===== src/rtl/serial_byte_queue_if.sv =====
// rtl/serial_byte_queue_if.sv - serial write / byte read port bundle for serial_byte_queue
interface serial_byte_queue_if #(
   parameter int WIDTH = 8
);
   logic             data_in;
   logic             write_in;
   logic             dequeue_in;
   logic [WIDTH-1:0] data_out;
   logic             status_out;

   modport master (
      output data_in, write_in, dequeue_in,
      input  data_out, status_out
   );

   modport slave (
      input  data_in, write_in, dequeue_in,
      output data_out, status_out
   );
endinterface


===== src/rtl/serial_byte_queue.sv =====
// rtl/serial_byte_queue.sv - serial-to-byte deserializer feeding a DEPTH-entry FIFO (LSB_FIRST_EN: LSB-first assembly)
module serial_byte_queue #(
   parameter int DEPTH = 8,
   parameter int WIDTH = 8
) (
   input  logic                clock1M,
   input  logic                reset,
   serial_byte_queue_if.slave  bus
);
   localparam int PW = $clog2(DEPTH);
   localparam int CW = $clog2(DEPTH + 1);
   localparam int BW = $clog2(WIDTH);
   localparam logic [CW-1:0] FULL_CNT = CW'(DEPTH);
   localparam logic [BW-1:0] LAST_BIT = BW'(WIDTH - 1);

   logic             write_q, dequeue_q;
   logic [WIDTH-1:0] shreg_q, shreg_d;
   logic [BW-1:0]    bit_cnt_q, bit_cnt_d;
   logic [PW-1:0]    wr_ptr_q, wr_ptr_d, rd_ptr_q, rd_ptr_d;
   logic [CW-1:0]    count_q, count_d;
   logic [WIDTH-1:0] data_q, data_d;
   logic             status_q, status_d;
   logic [WIDTH-1:0] mem_q [DEPTH];

   logic wr_evt, deq_evt, take_bit, byte_done, push, pop;

   always_comb begin
      wr_evt    = bus.write_in & ~write_q;
      deq_evt   = bus.dequeue_in & ~dequeue_q;
      take_bit  = wr_evt & ~status_q;
      byte_done = take_bit && (bit_cnt_q == LAST_BIT);
      pop       = deq_evt && (count_q != '0);
      // a pop in the same cycle frees the slot the completing byte needs
      push      = byte_done && ((count_q != FULL_CNT) || pop);

      shreg_d   = shreg_q;
      bit_cnt_d = bit_cnt_q;
      if (take_bit) begin
`ifdef LSB_FIRST_EN
         shreg_d = {bus.data_in, shreg_q[WIDTH-1:1]};
`else
         shreg_d = {shreg_q[WIDTH-2:0], bus.data_in};
`endif
         bit_cnt_d = byte_done ? '0 : bit_cnt_q + BW'(1);
      end

      wr_ptr_d = push ? wr_ptr_q + PW'(1) : wr_ptr_q;
      rd_ptr_d = pop  ? rd_ptr_q + PW'(1) : rd_ptr_q;
      data_d   = pop  ? mem_q[rd_ptr_q] : data_q;

      case ({push, pop})
         2'b10:   count_d = count_q + CW'(1);
         2'b01:   count_d = count_q - CW'(1);
         default: count_d = count_q;
      endcase
      status_d = (count_d == FULL_CNT);
   end

   always_ff @(posedge clock1M) begin
      if (!reset) begin
         write_q   <= 1'b0;
         dequeue_q <= 1'b0;
         shreg_q   <= '0;
         bit_cnt_q <= '0;
         wr_ptr_q  <= '0;
         rd_ptr_q  <= '0;
         count_q   <= '0;
         data_q    <= '0;
         status_q  <= 1'b0;
      end else begin
         write_q   <= bus.write_in;
         dequeue_q <= bus.dequeue_in;
         shreg_q   <= shreg_d;
         bit_cnt_q <= bit_cnt_d;
         wr_ptr_q  <= wr_ptr_d;
         rd_ptr_q  <= rd_ptr_d;
         count_q   <= count_d;
         data_q    <= data_d;
         status_q  <= status_d;
      end
   end

   always_ff @(posedge clock1M) begin
      if (reset && push)
         mem_q[wr_ptr_q] <= shreg_d;
   end

   assign bus.data_out   = data_q;
   assign bus.status_out = status_q;
endmodule


===== src/flat_wrapper.sv =====
// flat-port wrapper written by rule: the top's interface ports become plain ports
module serial_byte_queue_flat 
#(
   parameter int DEPTH = 8,
   parameter int WIDTH = 8
)
  (clock1M, reset, bus_data_in, bus_write_in, bus_dequeue_in, bus_data_out, bus_status_out);
  serial_byte_queue_if #(.WIDTH(WIDTH)) bus_i ();
  input  logic clock1M;
  input  logic reset;
  input wire logic [$bits(bus_i.data_in)-1:0] bus_data_in;
  input wire logic [$bits(bus_i.write_in)-1:0] bus_write_in;
  input wire logic [$bits(bus_i.dequeue_in)-1:0] bus_dequeue_in;
  output wire logic [$bits(bus_i.data_out)-1:0] bus_data_out;
  output wire logic [$bits(bus_i.status_out)-1:0] bus_status_out;
  assign bus_i.data_in = bus_data_in;
  assign bus_i.write_in = bus_write_in;
  assign bus_i.dequeue_in = bus_dequeue_in;
  assign bus_data_out = bus_i.data_out;
  assign bus_status_out = bus_i.status_out;
  serial_byte_queue #(.DEPTH(DEPTH), .WIDTH(WIDTH)) u_core (.clock1M(clock1M), .reset(reset), .bus(bus_i));
endmodule

===== config.mk =====
export PLATFORM = sky130hd
export DESIGN_NAME = serial_byte_queue_flat
export DESIGN_NICKNAME = d
export VERILOG_FILES = /design/src/rtl/serial_byte_queue_if.sv /design/src/rtl/serial_byte_queue.sv /design/src/flat_wrapper.sv
export SDC_FILE = /design/constraint.sdc
export NUM_CORES = 1
export LEC_CHECK = 0
export BUFFER_PORTS_ARGS = -buffer_cell sky130_fd_sc_hd__buf_2
export CAP_MARGIN = 20
export CORE_MARGIN = 2
export CORE_UTILIZATION = 60
export CTS_CLUSTER_DIAMETER = 40
export CTS_CLUSTER_SIZE = 12
export DETAILED_ROUTE_END_ITERATION = 12
export GPL_TIMING_DRIVEN = 0
export PLACE_DENSITY = 0.75
export SLEW_MARGIN = 15
export SYNTH_ARGS = -nofsm -noshare
export SYNTH_HDL_FRONTEND = slang
export SYNTH_SLANG_ARGS = --single-unit

===== constraint.sdc =====
create_clock -name clock1M -period 4.1 [get_ports clock1M]
set_clock_uncertainty 0.15 [all_clocks]
set_input_delay 0.41 -clock clock1M [delete_from_list [all_inputs] [get_ports clock1M]]
set_output_delay 0.41 -clock clock1M [all_outputs]
set_load 0.005 [all_outputs]

==> results of run 1 <==
==> logic make-up (layout without fill, tap and decap cells) <==
| group | after synthesis | count (layout) | synth area share (%) |
|---|---|---|---|
| flip-flops | 96 | 96 | 65.0 |
| AND/OR/NAND/NOR | 58 | 58 | 8.50 |
| multiplexers | 37 | 37 | 15.4 |
| AO/OA/AOI/OAI | 33 | 33 | 4.98 |
| buffers and inverters | 18 | 48 | 2.22 |
| adder cells (fa/ha/maj) | 7 | 7 | 2.41 |
| XOR/XNOR | 7 | 7 | 1.55 |
==> worst max-delay path, delay by kind of cell, from the launching register on <==
kind | cells | cell delay [ns]
AOI/OAI and AO/OA | 5 | 1.03
adders and majority gates | 1 | 0.27
buffers and inverters | 3 | 0.48
DFF | 1 | 0.37
muxes | 1 | 0.14
and+or+nand+nor | 2 | 0.53
==> synthesized netlist by cell type, drive strengths merged, types with 6 or more instances <==
master	count	area, sq um
edfxtp	64	1920
and2	15	93.8
a21oi	10	53.8
ha	6	75.1
mux2i	13	155
mux2	8	90.1
o21ai	14	70.1
dfxtp	32	641
nand2	11	41.3
nor3	6	30.0
mux4	16	360
buf	9	53.8
==> path summary, 6_finish.rpt <==
kind         cells past startpoint                start  slack (ns)                    end
max                             12    u_core.count_q[0]        1.01  u_core.bus.status_out
min                              2       bus_dequeue_in        0.15       u_core.dequeue_q
max reg2reg                     12    u_core.count_q[0]        1.01  u_core.bus.status_out
min reg2reg                      2  u_core.bit_cnt_q[2]        0.35    u_core.bit_cnt_q[2]
==> registers in the layout, summed over array words and instances (netlist names) <==
| register | cells |
|---|---|
| u_core.bit_cnt_q | 3 |
| u_core.mem_q | 64 |
| u_core.bus.data_out | 8 |
| u_core.write_q | 1 |
| u_core.bus.status_out | 1 |
| u_core.wr_ptr_q | 3 |
| u_core.dequeue_q | 1 |
| u_core.shreg_q | 8 |
| u_core.rd_ptr_q | 3 |
| u_core.count_q | 4 |
==> final cells by class <==
cell class	count	share of cell area (%)
sequential	96	59.2
multi-input combinational	142	30.3
clock buffer	11	3.76
tap	77	2.22
timing repair buffer	14	1.68
buffer	14	1.68
clock inverter	5	0.838
inverter	4	0.347
==> where the power goes <==
group | switching (mW) | internal [mW]
sequential | 0.00270 | 1.03
clock | 0.309 | 0.276
combinational | 0.0198 | 0.0126
total | 0.332 | 1.32
==> routing by layer <==
metal | vias up | share of wire [%] | track usage [%]
li1 | 1011 | - | -
met1 | 1086 | 45 | 30.8
met2 | 47 | 50 | 34.6
met3 | 6 | 4.4 | 4.96
met4 | 0 | 0.93 | 5.63
met5 | - | 0 | 0
==> metrics by stage <==
step	instances	worst slack, ns
4_1_cts	363	1.03
3_3_place_gp	346	0.805
5_1_grt	363	0.744
6_report	363	1.01
2_1_floorplan	256	1.40
3_5_place_dp	347	1.05
==> metrics.md, run 1 <==
| Metric | Value |
|---|---|
| Share of the core filled with cells | 68.2% |
| TritonCTS Sinks | 96 |
| Wire length of the first global-routing pass | 11500 microns |
| Actual slew at the worst max-slew pin | 0.884 ns |
| TritonCTS clock tree | done |
| Count of hold buffers inserted by post-cts repair | 0 |
| Post-route antenna net violation count | 0 |
| Final routed DRC violation total | 0 |
| Total routing usage reported by global routing | 21.7% |
| Cts repair resizes | 0 |
| Largest fanout on the critical path | 10 |
| Syn-to-layout area delta | 9.83% |
| Kind of capture point of the worst setup path | register |
| Peak per-stage delay on the critical path | 0.40 ns |
| Ys Warns | 0 |
| Cell type of the slowest stage on the worst timing path | nor3_1 |
| Result of the run | complete, no violations |
| Number of clock buffers inserted by TritonCTS | 9 |
| Number of synthesized flops with an enable pin | 64 |
| I/O pin total | 14 |
| Cell breakdown of the critical path | nor3_1 > a21oi_2 > buf_2 > buf_4 > nand2_1 > inv_1 > ha_1 > a21o_1 > a21oi_1 > mux2i_1 > a211oi_1 > a211oi_1 |
| Arrival time of the worst setup path | 3.16 ns |
| Number of standard-cell rows in the floorplan | 29 |
| Cell seen most often among critical-path stages | a211oi_1 |
| Fill cell total of the finished layout | 443 |
| Depth of the CTS H-tree | 3 |
| Worst slew slack as a fraction of its limit | 40.9% |
| Summed instance area of the synthesized netlist | 3940 sq um |
| Number of cells produced by synthesis | 256 |
| Unrepaired setup endpoints after global routing | no |
| Worst vdd rail ir drop | 0.000215 V |
| Number of antenna violations at the first check in global routing | 0 |
| Hold Crit Class | input pin to register |
| Most frequently used flop master after synthesis | edfxtp_1 |
| Leading cell type in the layout, fill and taps excluded | edfxtp_1 |
| Multi-input combinational cell area | 1310 sq um |
| Top library cells by usage in the layout, fill and taps aside | edfxtp_1, dfxtp_1, buf_2 |
| Area post-placement | 4130 sq um |
| Leakage | 1.52 nW |
| Average routed wire per standard cell | 19.4 microns |
| DR pass1 iterations | 4 |
| Max Transition Viols Final | 0 |
| Required arrival time at the worst endpoint | 4.16 ns |
| Layout cells sized above 1 | 25.2% |
| Post CTS Setup Buffer Count | 0 |
| Total routed wirelength | 7030 microns |
| Total die area | 7240 sq um |
| Maximum number of pins on one net before global-route repair | 17 |
| Layout Cell Area excl Fill | 4330 sq um |
| Final setup viols | 0 |
| Power per unit of standard cell area | 380 nW/um^2 |
| Core area | 6350 sq um |
| Fmax | 323 MHz |
| #FFs+latches synth | 96 |
| Min Tclk post-route | 3.09 ns |
| Post-CTS clock slew at the launch and capture registers of the worst setup and hold paths | 0.09 ns |
| Clock Root Buffer | clkbuf_8 |
| Post-layout net count | 293 |
| Max-cap violations | 0 |
| Die height | 85.1 microns |
| Avg Inst Size Synth | 15.4 sq um |
| IO Port Bufs | 13 |
| Detailed placement HPWL | 4810 microns |
| Total power | 1.65 mW |
| Final cycle utilization of the critical path | 75.5% |
| Last weighted congestion value of the routability-driven placer | 0.778 |
| Register cell area after layout | 2560 sq um |
| Final antenna diode count | 0 |
| Vias | 2150 |
| Syn nets | 268 |
| Number of hold-slack violations in the final timing report | 0 |
| Vias per inst | 5.92 |
| Category of the worst setup path launch point | register |
| Sequential-to-total area share from yosys stat | 65.0% |
| Sum of negative setup slack | 0 ns |
| Die width | 85.1 microns |
| Final global-route overflow total | 0 |
| Number of global-route vias before repair | 2098 |
| Worst hold-check slack | 0.152 ns |
| Share of flip-flops with an asynchronous set or reset | 0% |
| Number of design-rule violations left by the first detailed-router iteration | 192 |
| Path type of the worst setup path | register to register |
| Number of library cell types mapped by synthesis | 40 |
| Initial core utilization | 62.1% |
| Insertion delay of the later-clocked pin in the worst-skew pair | 0.34 ns |
| Maximum buffer depth of the clock tree | 2 |
No activity file was read; power rests on OpenSTA's default activity.
==> inputs of run 2 (changes only) <==
--- a/config.mk
+++ b/config.mk
@@ -5,6 +5,7 @@
 export SDC_FILE = /design/constraint.sdc
 export NUM_CORES = 1
 export LEC_CHECK = 0
+export ABC_AREA = 1
 export BUFFER_PORTS_ARGS = -buffer_cell sky130_fd_sc_hd__buf_2
 export CAP_MARGIN = 20
 export CORE_MARGIN = 2
@@ -13,7 +14,7 @@
 export CTS_CLUSTER_SIZE = 12
 export DETAILED_ROUTE_END_ITERATION = 12
 export GPL_TIMING_DRIVEN = 0
-export PLACE_DENSITY = 0.75
+export PLACE_DENSITY = 0.74
 export SLEW_MARGIN = 15
 export SYNTH_ARGS = -nofsm -noshare
 export SYNTH_HDL_FRONTEND = slang
==> constraint.sdc (replaced) <==
create_clock -name clock1M -period 2.9 [get_ports clock1M]
set_clock_uncertainty 0.15 [all_clocks]
set_input_delay 0.29 -clock clock1M [delete_from_list [all_inputs] [get_ports clock1M]]
set_output_delay 0.29 -clock clock1M [all_outputs]
set_load 0.005 [all_outputs]
==> run 2 against run 1 <==
Net effect: synthesized area rose by 2.2%; largest cell class unchanged; global-route usage rose by 1.3 points; critical path type unchanged; clock-buffer cell count fell by 2.
==> metrics.md, run 2 <==
| Metric | Value |
|---|---|
| Result of the run | complete, no violations (unchanged) |
| Maximum buffer depth of the clock tree | 2 (unchanged) |
| Final routed DRC violation total | 0 (unchanged) |
| Register cell area after layout | 2560 sq um (unchanged) |
| Ys Warns | 0 (unchanged) |
| Total die area | 7390 sq um (was 7240 sq um) |
| Number of design-rule violations left by the first detailed-router iteration | 230 (was 192) |
| Sum of negative setup slack | 0 ns (unchanged) |
| Post-layout net count | 421 (was 293) |
| I/O pin total | 14 (unchanged) |
| Die height | 86.0 microns (was 85.1 microns) |
| Worst slew slack as a fraction of its limit | 41.6% (was 40.9%) |
| Total routing usage reported by global routing | 23.1% (was 21.7%) |
| Average routed wire per standard cell | 16.1 microns (was 19.4 microns) |
| Kind of capture point of the worst setup path | register (unchanged) |
| Unrepaired setup endpoints after global routing | no (unchanged) |
| IO Port Bufs | 13 (unchanged) |
| Wire length of the first global-routing pass | 12600 microns (was 11500 microns) |
| Cell type of the slowest stage on the worst timing path | nor2_1 (was nor3_1) |
| Leading cell type in the layout, fill and taps excluded | nor2_1 (was edfxtp_1) |
| Cell type contributing the most total cell area after synthesis | edfxtp_1 (unchanged) |
| Final cycle utilization of the critical path | 89.6% (was 75.5%) |
| Depth of the CTS H-tree | 3 (unchanged) |
| Number of clock buffers inserted by TritonCTS | 9 (unchanged) |
| Cts repair resizes | 0 (unchanged) |
| Crit path buffers/inverters | 1 (was 3) |
| Most frequently used flop master after synthesis | edfxtp_1 (unchanged) |
| Worst vdd rail ir drop | 0.000329 V (was 0.000215 V) |
| Peak per-stage delay on the critical path | 0.66 ns (was 0.40 ns) |
| Share of flip-flops with an asynchronous set or reset | 0% (unchanged) |
| Syn nets | 395 (was 268) |
| Total power | 2.62 mW (was 1.65 mW) |
| Number of antenna violations at the first check in global routing | 0 (unchanged) |
| TritonCTS Sinks | 96 (unchanged) |
| Post-route antenna net violation count | 0 (unchanged) |
| Leakage | 1.70 nW (was 1.52 nW) |
| Post-CTS clock slew at the launch and capture registers of the worst setup and hold paths | 0.08 ns (was 0.09 ns) |
| Sequential-to-total area share from yosys stat | 63.6% (was 65.0%) |
| Summed instance area of the synthesized netlist | 4030 sq um (was 3940 sq um) |
| Number of standard-cell rows in the floorplan | 29 (unchanged) |
| Syn-to-layout area delta | 10.5% (was 9.83%) |
| Layout Cell Area excl Fill | 4450 sq um (was 4330 sq um) |
| Power per unit of standard cell area | 589 nW/um^2 (was 380 nW/um^2) |
| Family with the most delay on the worst path | simple AND/OR/NAND/NOR gates (was compound AO/OA/AOI/OAI gates) |
| Maximum number of pins on one net before global-route repair | 17 (unchanged) |
| Arrival time of the worst setup path | 2.44 ns (was 3.16 ns) |
| Min Tclk post-route | 2.60 ns (was 3.09 ns) |
| Number of flip-flops under the largest register name | 64 (unchanged) |
| Die width | 86.0 microns (was 85.1 microns) |
| Hold Crit Class | input pin to register (unchanged) |
| Cell breakdown of the critical path | ha_1 > ha_1 > inv_1 > nor2_1 > nand2_1 > or2_1 > nor2_1 (was nor3_1 > a21oi_2 > buf_2 > buf_4 > nand2_1 > inv_1 > ha_1 > a21o_1 > a21oi_1 > mux2i_1 > a211oi_1 > a211oi_1) |
| Number of hold-slack violations in the final timing report | 0 (unchanged) |
| Path type of the worst setup path | register to register (unchanged) |
| Max Transition Viols Final | 0 (unchanged) |
| Area post-placement | 4190 sq um (was 4130 sq um) |
| Multi-input combinational cell area | 1210 sq um (was 1310 sq um) |
| Last weighted congestion value of the routability-driven placer | 0.851 (was 0.778) |
| Portion of synthesized cell area occupied by the leading cell type | 47.7% (was 48.7%) |
| Total routed wirelength | 7900 microns (was 7030 microns) |
| Most common cell in the netlist | nor2_1 (was edfxtp_1) |
| Required arrival time at the worst endpoint | 2.74 ns (was 4.16 ns) |
| Actual slew at the worst max-slew pin | 0.873 ns (was 0.884 ns) |
| Number of cells produced by synthesis | 383 (was 256) |
| Number of global-route vias before repair | 2630 (was 2098) |
| Insertion delay of the later-clocked pin in the worst-skew pair | 0.35 ns (was 0.34 ns) |
| List of most frequent post-synthesis cells | nor2_1, edfxtp_1, inv_1, nand2_1 (was edfxtp_1, dfxtp_1, mux4_2) |
| Clock Root Buffer | clkbuf_8 (unchanged) |
| TritonCTS clock tree | done (unchanged) |
| Top library cells by usage in the layout, fill and taps aside | nor2_1, edfxtp_1, inv_1, nand2_1 (was edfxtp_1, dfxtp_1, buf_2) |
| Largest cells by area after synthesis | edfxtp_1, dfxtp_1, nor2_1, o21ai_0, inv_1 (was edfxtp_1, dfxtp_1, mux4_2, mux2i_1, and2_1) |
| Final setup viols | 0 (unchanged) |
| Final antenna diode count | 0 (unchanged) |
| #FFs+latches synth | 96 (unchanged) |
| Max-cap violations | 0 (unchanged) |
| Final global-route overflow total | 0 (unchanged) |
| Largest Register | u_core.mem_q (unchanged) |
| Category of the worst setup path launch point | register (unchanged) |
| Initial core utilization | 62.8% (was 62.1%) |
| Core area | 6420 sq um (was 6350 sq um) |
| Number of synthesized flops with an enable pin | 64 (unchanged) |
| Fill cell total of the finished layout | 460 (was 443) |
| Vias per inst | 5.69 (was 5.92) |
| Layout cells sized above 1 | 12.8% (was 25.2%) |
| Number of library cell types mapped by synthesis | 31 (was 40) |
| Fmax | 385 MHz (was 323 MHz) |
| Avg Inst Size Synth | 10.5 sq um (was 15.4 sq um) |
| Largest fanout on the critical path | 8 (was 10) |
| Vias | 2796 (was 2150) |
| Detailed placement HPWL | 5400 microns (was 4810 microns) |
| DR pass1 iterations | 5 (was 4) |
[run 2: cell types whose count changed after synthesis, moves of 15 or more]
cell	change
inv_1	+31
and2_1	-15
nor2_1	+61
mux4_2	-16
o21ai_0	+19
nand2_1	+24
o211ai_1	+15
[run 2: timing repair]
| action | in CTS | in global routing |
|---|---|---|
| endpoints found under the hold margin | 2 | 0 |
| setup endpoints to repair | 0 | 0 |
| buffers inserted | 0 | 0 |
| hold buffers | 2 | 0 |
[run 2: area by class of cell]
| type | instances | area share (%) |
|---|---|---|
| sequential | 96 | 57.5 |
| multi-input combinational | 231 | 27.2 |
| inverter | 38 | 3.20 |
| clock buffer | 9 | 2.78 |
| clock inverter | 7 | 2.64 |
| buffer | 18 | 2.58 |
| tap | 77 | 2.16 |
| timing repair buffer | 15 | 1.91 |
[run 2: worst paths after layout]
path,from,end,slack (ns),cells past startpoint
min,bus_data_in,u_core.shreg_q[0],0.05,3
max reg2reg,u_core.bit_cnt_q[0],u_core.mem_q[6][5],0.30,7
min reg2reg,u_core.bus.data_out[0],u_core.bus.data_out[0],0.31,2
max,u_core.bit_cnt_q[0],u_core.mem_q[6][5],0.30,7
[run 2: layer usage]
layer | share of wire, % | GRT usage [%] | up-vias
met2 | 48 | 35.4 | 109
met4 | 1.7 | 10.4 | 0
li1 | - | - | 1371
met1 | 42 | 30.9 | 1302
met5 | 0 | 0 | -
met3 | 8.1 | 6.16 | 14
[run 2: cell families after synthesis]
logic type / after synthesis / synth area share (%)
buffers and inverters: 56 / 6.39
xor gates and xnor gates: 1 / 0.217
AOI/OAI and AO/OA: 95 / 13.7
adders and majority gates: 7 / 2.36
DFF: 96 / 63.6
and+or+nand+nor: 128 / 13.7
[run 2: worst min-delay path: stages]
cell and delay, ns:
buf_2 0.09, inv_1 0.06, a211oi_1 0.07
[run 2: power by group]
group | leakage [nW] | switching (mW) | internal [mW]
Clock | 0.114 | 0.454 | 0.572
Combinational | 0.745 | 0.0778 | 0.0281
Sequential | 0.841 | 0.00493 | 1.49
Total | 1.70 | 0.536 | 2.09
[run 2: per-stage QoR]
stage          cells  hold slack (ns)  setup WS [ns]  utilization [%]
6_report         491           0.0499          0.302             69.4
3_5_place_dp     473            0.303          0.297             65.3
3_3_place_gp     473            0.299          0.335             65.3
5_1_grt          491           0.0600          0.103             69.4
2_1_floorplan    383            0.233          0.782                -
4_1_cts          491           0.0405          0.281             69.4
==> inputs of run 3 (changes only) <==
--- a/config.mk
+++ b/config.mk
@@ -13,8 +13,8 @@
 export CTS_CLUSTER_DIAMETER = 40
 export CTS_CLUSTER_SIZE = 12
 export DETAILED_ROUTE_END_ITERATION = 12
-export GPL_TIMING_DRIVEN = 0
 export PLACE_DENSITY = 0.74
+export SKIP_CTS_REPAIR_TIMING = 1
 export SLEW_MARGIN = 15
 export SYNTH_ARGS = -nofsm -noshare
 export SYNTH_HDL_FRONTEND = slang
==> run 3 against run 2 <==
Net effect: cell area fell by 0.73%; combinational power barely moved; non-clock buffer count fell by 4; cell count fell by 0.81%; die area did not move; sequential power barely moved; via count barely moved; sequential cell count did not move; critical endpoint is now u_core.bus.status_out.
==> metrics.md, run 3 (synthesis gave the netlist of run 2 again) <==
| Metric | Value |
|---|---|
| Syn-to-layout area delta | 9.68% (was 10.5%) |
| Insertion delay of the later-clocked pin in the worst-skew pair | 0.36 ns (was 0.35 ns) |
| Number of clock buffers inserted by TritonCTS | 9 (unchanged) |
| Hold Path Cell Cnt | 3 (unchanged) |
| Multi-input combinational cell area | 1210 sq um (unchanged) |
| Filler-free cell count of the finished design | 487 (was 491) |
| Vias | 2798 (was 2796) |
| Post-CTS clock slew at the launch and capture registers of the worst setup and hold paths | 0.10 ns (was 0.08 ns) |
| Sum of routed wire segments on met1 | 3410 microns (was 3340 microns) |
| Maximum buffer depth of the clock tree | 2 (unchanged) |
| Number of standard-cell rows in the floorplan | 29 (unchanged) |
| Final cycle utilization of the critical path | 79.8% (was 89.6%) |
| Final setup viols | 0 (unchanged) |
| Depth of the CTS H-tree | 3 (unchanged) |
| Required arrival time at the worst endpoint | 3.05 ns (was 2.74 ns) |
| Number of antenna violations at the first check in global routing | 0 (unchanged) |
| Largest fanout on the critical path | 7 (was 8) |
| Peak per-stage delay on the critical path | 0.36 ns (was 0.66 ns) |
| Cell type of the slowest stage on the worst timing path | dfxtp_1 (was nor2_1) |
| Number of flip-flops under the largest register name | 64 (unchanged) |
| Worst slew slack as a fraction of its limit | 51.0% (was 41.6%) |
| Total die area | 7390 sq um (unchanged) |
| Source of the worst hold timing path | bus_data_in (unchanged) |
| Worst r2r dst | u_core.bus.status_out (was u_core.mem_q[6][5]) |
| Worst vdd rail ir drop | 0.000388 V (was 0.000329 V) |
| Cells after DPL | 469 (was 473) |
| Worst hold-check slack | 0.0492 ns (was 0.0499 ns) |
| Arrival time of the worst setup path | 2.46 ns (was 2.44 ns) |
| Cell breakdown of the critical path | ha_1 > ha_1 > nand4_1 > nand2_4 > inv_1 > ha_1 > nand3_1 > nand3_1 > inv_1 > nand2_1 > nand3_1 > nand2_1 > nand3_1 > nor2_1 (was ha_1 > ha_1 > inv_1 > nor2_1 > nand2_1 > or2_1 > nor2_1) |
| Number of global-route vias before repair | 2601 (was 2630) |
| Largest Register | u_core.mem_q (unchanged) |
| Total routed wirelength | 7930 microns (was 7900 microns) |
| Final routed DRC violation total | 0 (unchanged) |
| Post-layout net count | 417 (was 421) |
| Die width | 86.0 microns (unchanged) |
| Die height | 86.0 microns (unchanged) |
| Layout cells sized above 1 | 12.9% (was 12.8%) |
| Category of the worst setup path launch point | register (unchanged) |
| Top library cells by usage in the layout, fill and taps aside | nor2_1, edfxtp_1, inv_1, nand2_1 (unchanged) |
| TritonCTS Sinks | 96 (unchanged) |
| Leading cell type in the layout, fill and taps excluded | nor2_1 (unchanged) |
| Max Transition Viols Final | 0 (unchanged) |
| DR pass1 iterations | 4 (was 5) |
| Leakage | 1.69 nW (was 1.70 nW) |
| Average routed wire per standard cell | 16.3 microns (was 16.1 microns) |
| Worst r2r path cells | 14 (was 7) |
| Layout Cell Area excl Fill | 4420 sq um (was 4450 sq um) |
| Result of the run | complete, no violations (unchanged) |
| Post-route antenna net violation count | 0 (unchanged) |
| Sum of met2 wire segment lengths after detailed routing | 4010 microns (was 3790 microns) |
| Clock Root Buffer | clkbuf_8 (unchanged) |
| Worst reg2reg path startpoint | u_core.bit_cnt_q[0] (unchanged) |
| IO Port Bufs | 13 (unchanged) |
| Total routing usage reported by global routing | 22.7% (was 23.1%) |
| Hold Crit Class | input pin to register (unchanged) |
| Power per unit of standard cell area | 575 nW/um^2 (was 589 nW/um^2) |
| Actual slew at the worst max-slew pin | 0.735 ns (was 0.873 ns) |
| Min Tclk post-route | 2.31 ns (was 2.60 ns) |
| Core area | 6420 sq um (unchanged) |
| Worst Hold End | u_core.shreg_q[0] (unchanged) |
| Wire length of the first global-routing pass | 12600 microns (about the same) |
| Highest routed metal layer | met4 (unchanged) |
| Sum of negative setup slack | 0 ns (unchanged) |
| Kind of capture point of the worst setup path | register (unchanged) |
| I/O pin total | 14 (unchanged) |
| Number of design-rule violations left by the first detailed-router iteration | 180 (was 230) |
| Cell seen most often among critical-path stages | nand3_1 |
| Fmax | 432 MHz (was 385 MHz) |
| Maximum number of pins on one net before global-route repair | 35 (was 17) |
| Unrepaired setup endpoints after global routing | no (unchanged) |
| Vias per inst | 5.75 (was 5.69) |
| Path type of the worst setup path | register to register (unchanged) |
| Number of hold-slack violations in the final timing report | 0 (unchanged) |
| Last weighted congestion value of the routability-driven placer | 0.871 (was 0.851) |
| Final antenna diode count | 0 (unchanged) |
| Detailed placement HPWL | 5080 microns (was 5400 microns) |
| Final global-route overflow total | 0 (unchanged) |
| Max-cap violations | 0 (unchanged) |
| TritonCTS clock tree | done (unchanged) |
| Area post-placement | 4180 sq um (was 4190 sq um) |
| Met3 wire length | 399 microns (was 637 microns) |
| Fill cell total of the finished layout | 481 (was 460) |
| Worst R2R Setup Slack | 0.59 ns (was 0.30 ns) |
| Initial core utilization | 62.8% (unchanged) |
| Register cell area after layout | 2560 sq um (unchanged) |
## run 3: cell types whose count changed in the layout (fill, tap and decap cells not counted), sizes merged
cell,previous run,this run
bufinv,3,2
clkinvlp,2,3
buf,26,27
clkbuf,14,9
## run 3: cell type report
| type | instances | share of cell area, % |
|---|---|---|
| clock buffer | 9 | 2.80 |
| sequential | 96 | 58.0 |
| inverter | 38 | 3.23 |
| clock inverter | 7 | 2.15 |
| timing repair buffer | 29 | 4.30 |
| multi-input combinational | 231 | 27.4 |
| tap | 77 | 2.18 |
## run 3: stage by stage
step | util (%) | setup WS [ns] | power (mW)
after floorplan | - | 0.782 | 1.59
after global placement | 65.1 | 0.755 | 1.62
after detailed placement | 65.1 | 0.596 | 1.62
after CTS | 68.5 | 0.574 | 2.55
after global routing | 68.8 | 0.363 | 2.62
final | 68.8 | 0.587 | 2.54
## run 3: worst max-delay path by stage
stage                        startpoint                    end
floorplan           u_core.bit_cnt_q[0]     u_core.mem_q[4][0]
global route        u_core.bit_cnt_q[0]  u_core.bus.status_out
global placement    u_core.bit_cnt_q[0]  u_core.bus.status_out
finish              u_core.bit_cnt_q[0]  u_core.bus.status_out
detailed placement  u_core.bit_cnt_q[0]  u_core.bus.status_out
CTS                 u_core.bit_cnt_q[0]  u_core.bus.status_out
## run 3: per-layer routing
layer,global-route usage (%),vias up
li1,-,1359
met1,29.0,1346
met2,37.5,83
met3,5.68,10
met4,8.80,0
met5,0,-
## run 3: worst max-delay path: cells and delay by family, from the launching register on
kind                     cells  cell delay (ns)
AND/OR/NAND/NOR              9             0.96
buffers and inverters        2             0.12
flip-flops                   1             0.36
adder cells (fa/ha/maj)      3             0.66
## run 3: power by group
part / switching (mW) / internal [mW] / total, mW
registers: 0.00471 / 1.49 / 1.49
logic: 0.0758 / 0.0269 / 0.103
clock network: 0.462 / 0.486 / 0.947
total: 0.542 / 2.00 / 2.54
